File: src/rtl/axi_to_wb_pkg.sv
// Shared definitions for the AXI-Lite <-> Wishbone bridges: FSM encoding,
// byte-select pattern and the user-area address / error-data defaults.
package axi_to_wb_pkg;

    typedef enum logic [1:0] {
        ST_IDLE    = 2'd0,
        ST_WB_WR   = 2'd1,
        ST_WB_RD   = 2'd2,
        ST_RD_RESP = 2'd3
    } state_e;

    localparam logic [3:0]  WB_SEL_ALL           = 4'b1111;
    localparam logic [31:0] WB_BASE_ADDR_DEFAULT = 32'h3000_0000;
    localparam logic [31:0] WB_ERR_DATA_DEFAULT  = 32'hDEAD_BEEF;

endpackage

File: src/rtl/axi_to_wb.sv
// AXI-Lite slave (AW/W/AR/R, no B) to Wishbone master bridge issuing single
// 32-bit cycles into the user area, with an ack timeout that forces termination.
module axi_to_wb
    import axi_to_wb_pkg::*;
#(
    parameter int unsigned ADDR_W    = 12,
    parameter logic [31:0] BASE_ADDR = WB_BASE_ADDR_DEFAULT,
    parameter int unsigned TIMEOUT   = 255,
    parameter logic [31:0] ERR_DATA  = WB_ERR_DATA_DEFAULT
) (
    input  logic              wb_clk_i,
    input  logic              wb_rst_i,
    input  logic              awvalid,
    output logic              awready,
    input  logic [ADDR_W-1:0] awaddr,
    input  logic              wvalid,
    output logic              wready,
    input  logic [31:0]       wdata,
    input  logic              arvalid,
    output logic              arready,
    input  logic [ADDR_W-1:0] araddr,
    output logic              rvalid,
    input  logic              rready,
    output logic [31:0]       rdata,
    output logic              wbm_cyc_o,
    output logic              wbm_stb_o,
    output logic              wbm_we_o,
    output logic [3:0]        wbm_sel_o,
    output logic [31:0]       wbm_adr_o,
    output logic [31:0]       wbm_dat_o,
    input  logic              wbm_ack_i,
    input  logic [31:0]       wbm_dat_i,
    output logic              err_o
);

    localparam int unsigned CNT_W = ($clog2(TIMEOUT + 1) > 8) ? $clog2(TIMEOUT + 1) : 8;
    localparam logic [CNT_W-1:0] CNT_LAST = CNT_W'(TIMEOUT - 1);

    state_e            state_q, state_d;
    logic              ready_en_q, ready_en_d;
    logic              aw_hold_q, aw_hold_d;
    logic              w_hold_q, w_hold_d;
    logic [ADDR_W-1:0] aw_addr_q, aw_addr_d;
    logic [31:0]       wdat_q, wdat_d;
    logic [31:0]       adr_q, adr_d;
    logic              cyc_q, cyc_d;
    logic              we_q, we_d;
    logic              rvalid_q, rvalid_d;
    logic [31:0]       rdata_q, rdata_d;
    logic              err_q, err_d;
    logic [CNT_W-1:0]  cnt_q, cnt_d;

    logic idle, aw_hs, w_hs, ar_hs;

    // Readies stay low for the first cycle out of reset so every output is 0 in reset.
    assign idle    = ready_en_q && (state_q == ST_IDLE);
    assign awready = idle && !aw_hold_q;
    assign wready  = idle && !w_hold_q;
    assign arready = idle && !aw_hold_q && !w_hold_q && !awvalid && !wvalid;

    assign aw_hs = awvalid && awready;
    assign w_hs  = wvalid && wready;
    assign ar_hs = arvalid && arready;

    always_comb begin
        state_d    = state_q;
        ready_en_d = 1'b1;
        aw_hold_d  = aw_hold_q;
        w_hold_d   = w_hold_q;
        aw_addr_d  = aw_addr_q;
        wdat_d     = wdat_q;
        adr_d      = adr_q;
        cyc_d      = cyc_q;
        we_d       = we_q;
        rvalid_d   = rvalid_q;
        rdata_d    = rdata_q;
        err_d      = 1'b0;
        cnt_d      = cnt_q;

        unique case (state_q)
            ST_IDLE: begin
                if (aw_hs) begin
                    aw_hold_d = 1'b1;
                    aw_addr_d = awaddr;
                end
                if (w_hs) begin
                    w_hold_d = 1'b1;
                    wdat_d   = wdata;
                end
                if (aw_hold_d && w_hold_d) begin
                    state_d = ST_WB_WR;
                    cyc_d   = 1'b1;
                    we_d    = 1'b1;
                    adr_d   = BASE_ADDR | 32'(aw_addr_d);
                    cnt_d   = '0;
                end else if (ar_hs) begin
                    state_d = ST_WB_RD;
                    cyc_d   = 1'b1;
                    we_d    = 1'b0;
                    adr_d   = BASE_ADDR | 32'(araddr);
                    cnt_d   = '0;
                end
            end
            ST_WB_WR: begin
                if (wbm_ack_i || cnt_q == CNT_LAST) begin
                    state_d   = ST_IDLE;
                    cyc_d     = 1'b0;
                    we_d      = 1'b0;
                    aw_hold_d = 1'b0;
                    w_hold_d  = 1'b0;
                    err_d     = !wbm_ack_i;
                end else begin
                    cnt_d = cnt_q + 1'b1;
                end
            end
            ST_WB_RD: begin
                if (wbm_ack_i || cnt_q == CNT_LAST) begin
                    state_d  = ST_RD_RESP;
                    cyc_d    = 1'b0;
                    rvalid_d = 1'b1;
                    rdata_d  = wbm_ack_i ? wbm_dat_i : ERR_DATA;
                    err_d    = !wbm_ack_i;
                end else begin
                    cnt_d = cnt_q + 1'b1;
                end
            end
            ST_RD_RESP: begin
                if (rready) begin
                    state_d  = ST_IDLE;
                    rvalid_d = 1'b0;
                end
            end
            default: state_d = ST_IDLE;
        endcase
    end

    always_ff @(posedge wb_clk_i or posedge wb_rst_i) begin
        if (wb_rst_i) begin
            state_q    <= ST_IDLE;
            ready_en_q <= 1'b0;
            aw_hold_q  <= 1'b0;
            w_hold_q   <= 1'b0;
            aw_addr_q  <= '0;
            wdat_q     <= '0;
            adr_q      <= '0;
            cyc_q      <= 1'b0;
            we_q       <= 1'b0;
            rvalid_q   <= 1'b0;
            rdata_q    <= '0;
            err_q      <= 1'b0;
            cnt_q      <= '0;
        end else begin
            state_q    <= state_d;
            ready_en_q <= ready_en_d;
            aw_hold_q  <= aw_hold_d;
            w_hold_q   <= w_hold_d;
            aw_addr_q  <= aw_addr_d;
            wdat_q     <= wdat_d;
            adr_q      <= adr_d;
            cyc_q      <= cyc_d;
            we_q       <= we_d;
            rvalid_q   <= rvalid_d;
            rdata_q    <= rdata_d;
            err_q      <= err_d;
            cnt_q      <= cnt_d;
        end
    end

    assign wbm_cyc_o = cyc_q;
    assign wbm_stb_o = cyc_q;
    assign wbm_we_o  = we_q;
    assign wbm_sel_o = cyc_q ? WB_SEL_ALL : '0;
    assign wbm_adr_o = adr_q;
    assign wbm_dat_o = wdat_q;
    assign rvalid    = rvalid_q;
    assign rdata     = rdata_q;
    assign err_o     = err_q;

endmodule
File: config.mk
export PLATFORM = sky130hd
export DESIGN_NAME = axi_to_wb
export DESIGN_NICKNAME = d
export VERILOG_FILES = /design/src/rtl/axi_to_wb_pkg.sv /design/src/rtl/axi_to_wb.sv
export SDC_FILE = /design/constraint.sdc
export NUM_CORES = 1
export LEC_CHECK = 0
export ABC_AREA = 1
export BUFFER_PORTS_ARGS = -buffer_cell sky130_fd_sc_hd__buf_4
export CORE_MARGIN = 2
export CORE_UTILIZATION = 43
export DETAILED_ROUTE_END_ITERATION = 12
export PLACE_DENSITY = 0.73
export SYNTH_ARGS = -nofsm -noshare
export SYNTH_HDL_FRONTEND = slang
export SYNTH_SLANG_ARGS = --single-unit
export TNS_END_PERCENT = 5
File: constraint.sdc
create_clock -name wb_clk_i -period 7.53 [get_ports wb_clk_i]
set_input_delay 1.1295 -clock wb_clk_i [delete_from_list [all_inputs] [get_ports wb_clk_i]]
set_output_delay 1.1295 -clock wb_clk_i [all_outputs]
set_load 0.03 [all_outputs]
Word-level counts from Yosys, hierarchy flattened --
Cells that the tools add are included.
Cells by class: add/subtract/negate cells 1, eq/ne operators 10, mux-type cells 33, reductions and logical operators 31
Operators with widths (count):
- $mux 32 | 3
- $mux 8 | 3
- $pmux 8 s2 | 1
- $mux 1 | 13
- $mux 12 | 1
- $reduce_and 3->1 | 4
- $logic_and 1x1->1 | 10
- $mux 2 | 5
- $pmux 1 s2 | 5
- $add 8x1->8 const B | 1
- $eq 8x8->1 const B | 1
- $ne 2x2->1 const B | 4
- $pmux 2 s4 | 1
- $reduce_and 2->1 | 4
- $reduce_bool 2->1 | 4
- $logic_not 1->1 | 5
- $eq 2x2->1 const B | 2
- $mux 4 | 1
- $reduce_and 4->1 | 1
- $ne 3x2->1 const B | 1
- $eq 2x1->1 const B | 1
- $logic_not 2->1 | 1
- $ne 2x1->1 const B | 1
- $reduce_or 2->1 | 1
- $logic_or 1x1->1 | 1
Storage, ports and cells: register bits after elaboration 125, output and inout bits 108, word-level logic and storage cells 88

Longest topological paths before layout --
word-level depth 10, mapped depth 13, depth with buffers taken out 12

Worst setup path before layout --
No wires, ideal clock.
path type in2out, from in awvalid, to out arready, data arrival time 1.683 ns, required time 6.400 ns, setup slack 4.717 ns, stages on the path 2, cells stage by stage nor3_1 and2_1
On the way: word-level cells in the longest chain between the ends 3
Ends and longest elaborated chain:
- start: declaration | RTL line axi_to_wb.sv:13 | input logic awvalid,
- $logic_not 1->1 | RTL line axi_to_wb.sv:59 | assign arready = idle && !aw_hold_q && !w_hold_q && !awvalid && !wvalid;
- $logic_and 1x1->1 (2 in a row) | RTL line axi_to_wb.sv:59
- end: declaration | RTL line axi_to_wb.sv:20 | output logic arready,
Every way passes these cells.

Worst setup path in the final report --
Ends and elaborated chain as after synthesis.

==> results.cfg <==
[run_status]
outcome = finished, final reports clean

[setup_path]
startpoint_type = primary input
cp.arrival_ps = 1820
reg2regPathDepth = 6
path_max_fanout = 3
critPathMaxStageDelay_ps = 250
cp-end-kind = output pin
crit_cells = 4
path_cells = buf_4, nor3_1, and2_1, buf_4
crit_top_cell = buf_4
slowest_stage = nor3_1
crit_type = in2out
crit_required_ps = 6400
cp_num_buf_inv = 2
crit_family = simple AND/OR/NAND/NOR gates

[layout]
fin_util_pct = 58.84
layout-drive-gt1-share_pct = 35.18
regArea_um2 = 2653
nNetsFinal = 781
diodes = 0
syn2layout_area_growth_pct = 33.21
fill_cells = 950
multiInputGateArea_um2 = 1772

[routing]
vias_per_cell = 4.670
drt_pre_antenna_iters = 4
drc = 0
routed_wl_um = 11220
drt-wirelength-per-cell_um = 13.60
ant_nets = 0
drtIter0Drc = 223
vias = 3853

[clock_tree]
clkTransAtPathRegs_ps = 90
root_buffer = clkbuf_8
cts_setup_buffers = 0
cts_tree = yes
ctsHoldBuffers = 0
cts_sinks = 106
cts_buffers = 9
clockBufferDepth = 2
cts_resized = 0
clk_latency_ps = 360
htree_num_levels = 3

[synthesis]
muxShareOfSynthArea_pct = 7.525
synth_seq_cells = 106
ys_seq_area_share_pct = 55.40
synth_xor_area_share_pct = 0.3658
synth_cell_type_count = 36
synth_compound_area_share_pct = 6.271
async_flop_share_pct = 100.0
synth_top_flop_cell = dfrtp_1
synthAdderAreaFrac_pct = 1.568
avgSynthCellArea_um2 = 9.463
synth_top_family_by_area = simple AND/OR/NAND/NOR gates
synth_edf_count = 0
synth_cells = 506
synth_warnings = 0
syn_area_um2 = 4788
synth_simple_gate_area_share_pct = 19.78

[placement]
hpwl_um = 8310
place_ws_ps = 4576
io_buffers = 184
routabilityCongestion = 0.8002

[timing]
maxSlewHeadroom_pct = 14.24
setup_viol = 0
finClkSkew_ps = 16.36
fin_crit_sh_pct = 39.23
finalHoldViolCount = 0
min_period_ps = 2954
drv_slew = 0
fin_setup_tns_ps = 0
worst_pin_slew_ps = 1283
fmax_ghz = 0.3385
rsz0062_at_grt = no
worst_slack_ps = 4576

[die]
rows = 38
die_w_um = 109.5
fp.dieH_um = 109.5
start_util_pct = 44.17
dieArea_um2 = 12000
ios = 203
core_area_um2 = 10840

[hold_path]
holdCritPathClass = reg2reg
min_path_cells = 2

[grt]
grt_max_degree = 77
grt_usage_pct = 18.15
grt_pass1_wl_um = 17160
grt_remaining_overflow = 0
grt_pass1_vias = 3703
antenna_found_initial = 0

[power]
power_density_nw_per_um2 = 435.9
p_leak_nw = 3.458
total_power_mw = 2.780
ir_worst_vdd_mv = 0.2323

[run]
maxCapViolCount = 0
[sequential cells by signal (all words and copies together) (netlist names), 2 cells and up]
name,count
wbm_dat_o,32
state_q,2
rdata,32
aw_addr_q,12
cnt_q,8
wbm_adr_o,13
[cell usage in the layout, fill, tap and decap left out, drive strengths merged, types with 7 or more instances in the layout]
cell,count
conb,19
buf,185
o21ai,7
a22o,8
dfrtp,106
inv,45
clkbuf,9
a21oi,27
nor2,40
nand3,19
mux2,32
nand2,163
[area by class of cell]
class                      count  share of cell area, %
clock buffer                   9                  1.942
clock inverter                 7                  1.550
inverter                      44                  2.628
multi-input combinational    334                  27.78
sequential                   106                  41.58
tap                          140                  2.746
timing repair buffer         185                  21.77
[cells in the mapped netlist (2+ instances only)]
library cell / number / area [µm²]
buf_4: 26 / 195.2
mux2_2: 23 / 259.0
mux2_1: 9 / 101.4
nand3b_1: 2 / 15.01
inv_1: 41 / 153.9
nor2_2: 2 / 12.51
nor3_1: 2 / 10.01
a21oi_1: 26 / 130.1
nand3_2: 2 / 20.02
nand2_1: 160 / 600.6
buf_2: 9 / 45.04
clkbuf_1: 3 / 11.26
ha_1: 6 / 75.07
o21ai_0: 5 / 25.02
nor2_1: 37 / 138.9
inv_2: 2 / 7.510
nand3_1: 17 / 85.08
or2_2: 2 / 12.51
dfrtp_1: 106 / 2653
nand2_4: 2 / 22.52
conb_1: 2 / 7.510
a22o_1: 8 / 70.07
[through the flow]
step | cells | instance area, µm² | hold WS (ps)
2_1_floorplan | 523 | 4852 | 444.5
3_3_place_gp | 809 | 6156 | 458.5
3_5_place_dp | 809 | 6156 | 461.9
4_1_cts | 825 | 6379 | 486.8
5_1_grt | 825 | 6379 | 513.1
6_report | 825 | 6379 | 485.6
[path summary, 6_finish.rpt]
path / start / endpoint / slack [ps]
worst min-delay path: wbm_we_o / wbm_we_o / 490
worst max register to register: state_q[0] / wbm_dat_o[24] / 4940
worst max-delay path: awvalid / arready / 4580
max in group asynchronous: wb_rst_i / rdata[24] / 5500
worst min register to register: wbm_we_o / wbm_we_o / 490
min in group asynchronous: wb_rst_i / rdata[7] / 750
[metal layers]
| metal | wire [µm] | vias up | GRT usage (%) | share of wire [%] |
|---|---|---|---|---|
| met1 | 4847 | 1806 | 23.19 | 43 |
| met4 | 94 | 0 | 3.707 | 0.84 |
| met3 | 949 | 8 | 5.513 | 8.5 |
| met5 | 0 | - | 0 | 0 |
| met2 | 5328 | 142 | 30.60 | 47 |
| li1 | - | 1897 | - | - |
[logic make-up (layout without fill, tap and decap cells)]
family	Yosys count	in the layout
AND/OR/NAND/NOR	230	230
flip-flops	106	106
buffers and inverters	83	245
AO/OA/AOI/OAI	45	45
multiplexers	32	32
adder cells (fa/ha/maj)	6	6
other	2	19
XOR/XNOR	2	2
[tightest hold or removal path, stage by stage, from the launching register on]
cell and delay (ps):
dfrtp_1 360, nand2_1 50, nand2_1 50
[where the power goes]
part / leakage, nW / total [mW] / switching [mW] / internal [mW]
Sequential: 1.27 / 0.953 / 0.137 / 0.816
Combinational: 2.07 / 1.44 / 0.907 / 0.530
Clock: 0.110 / 0.391 / 0.201 / 0.190
Total: 3.46 / 2.78 / 1.24 / 1.54
No activity file was read; power rests on OpenSTA's default activity.
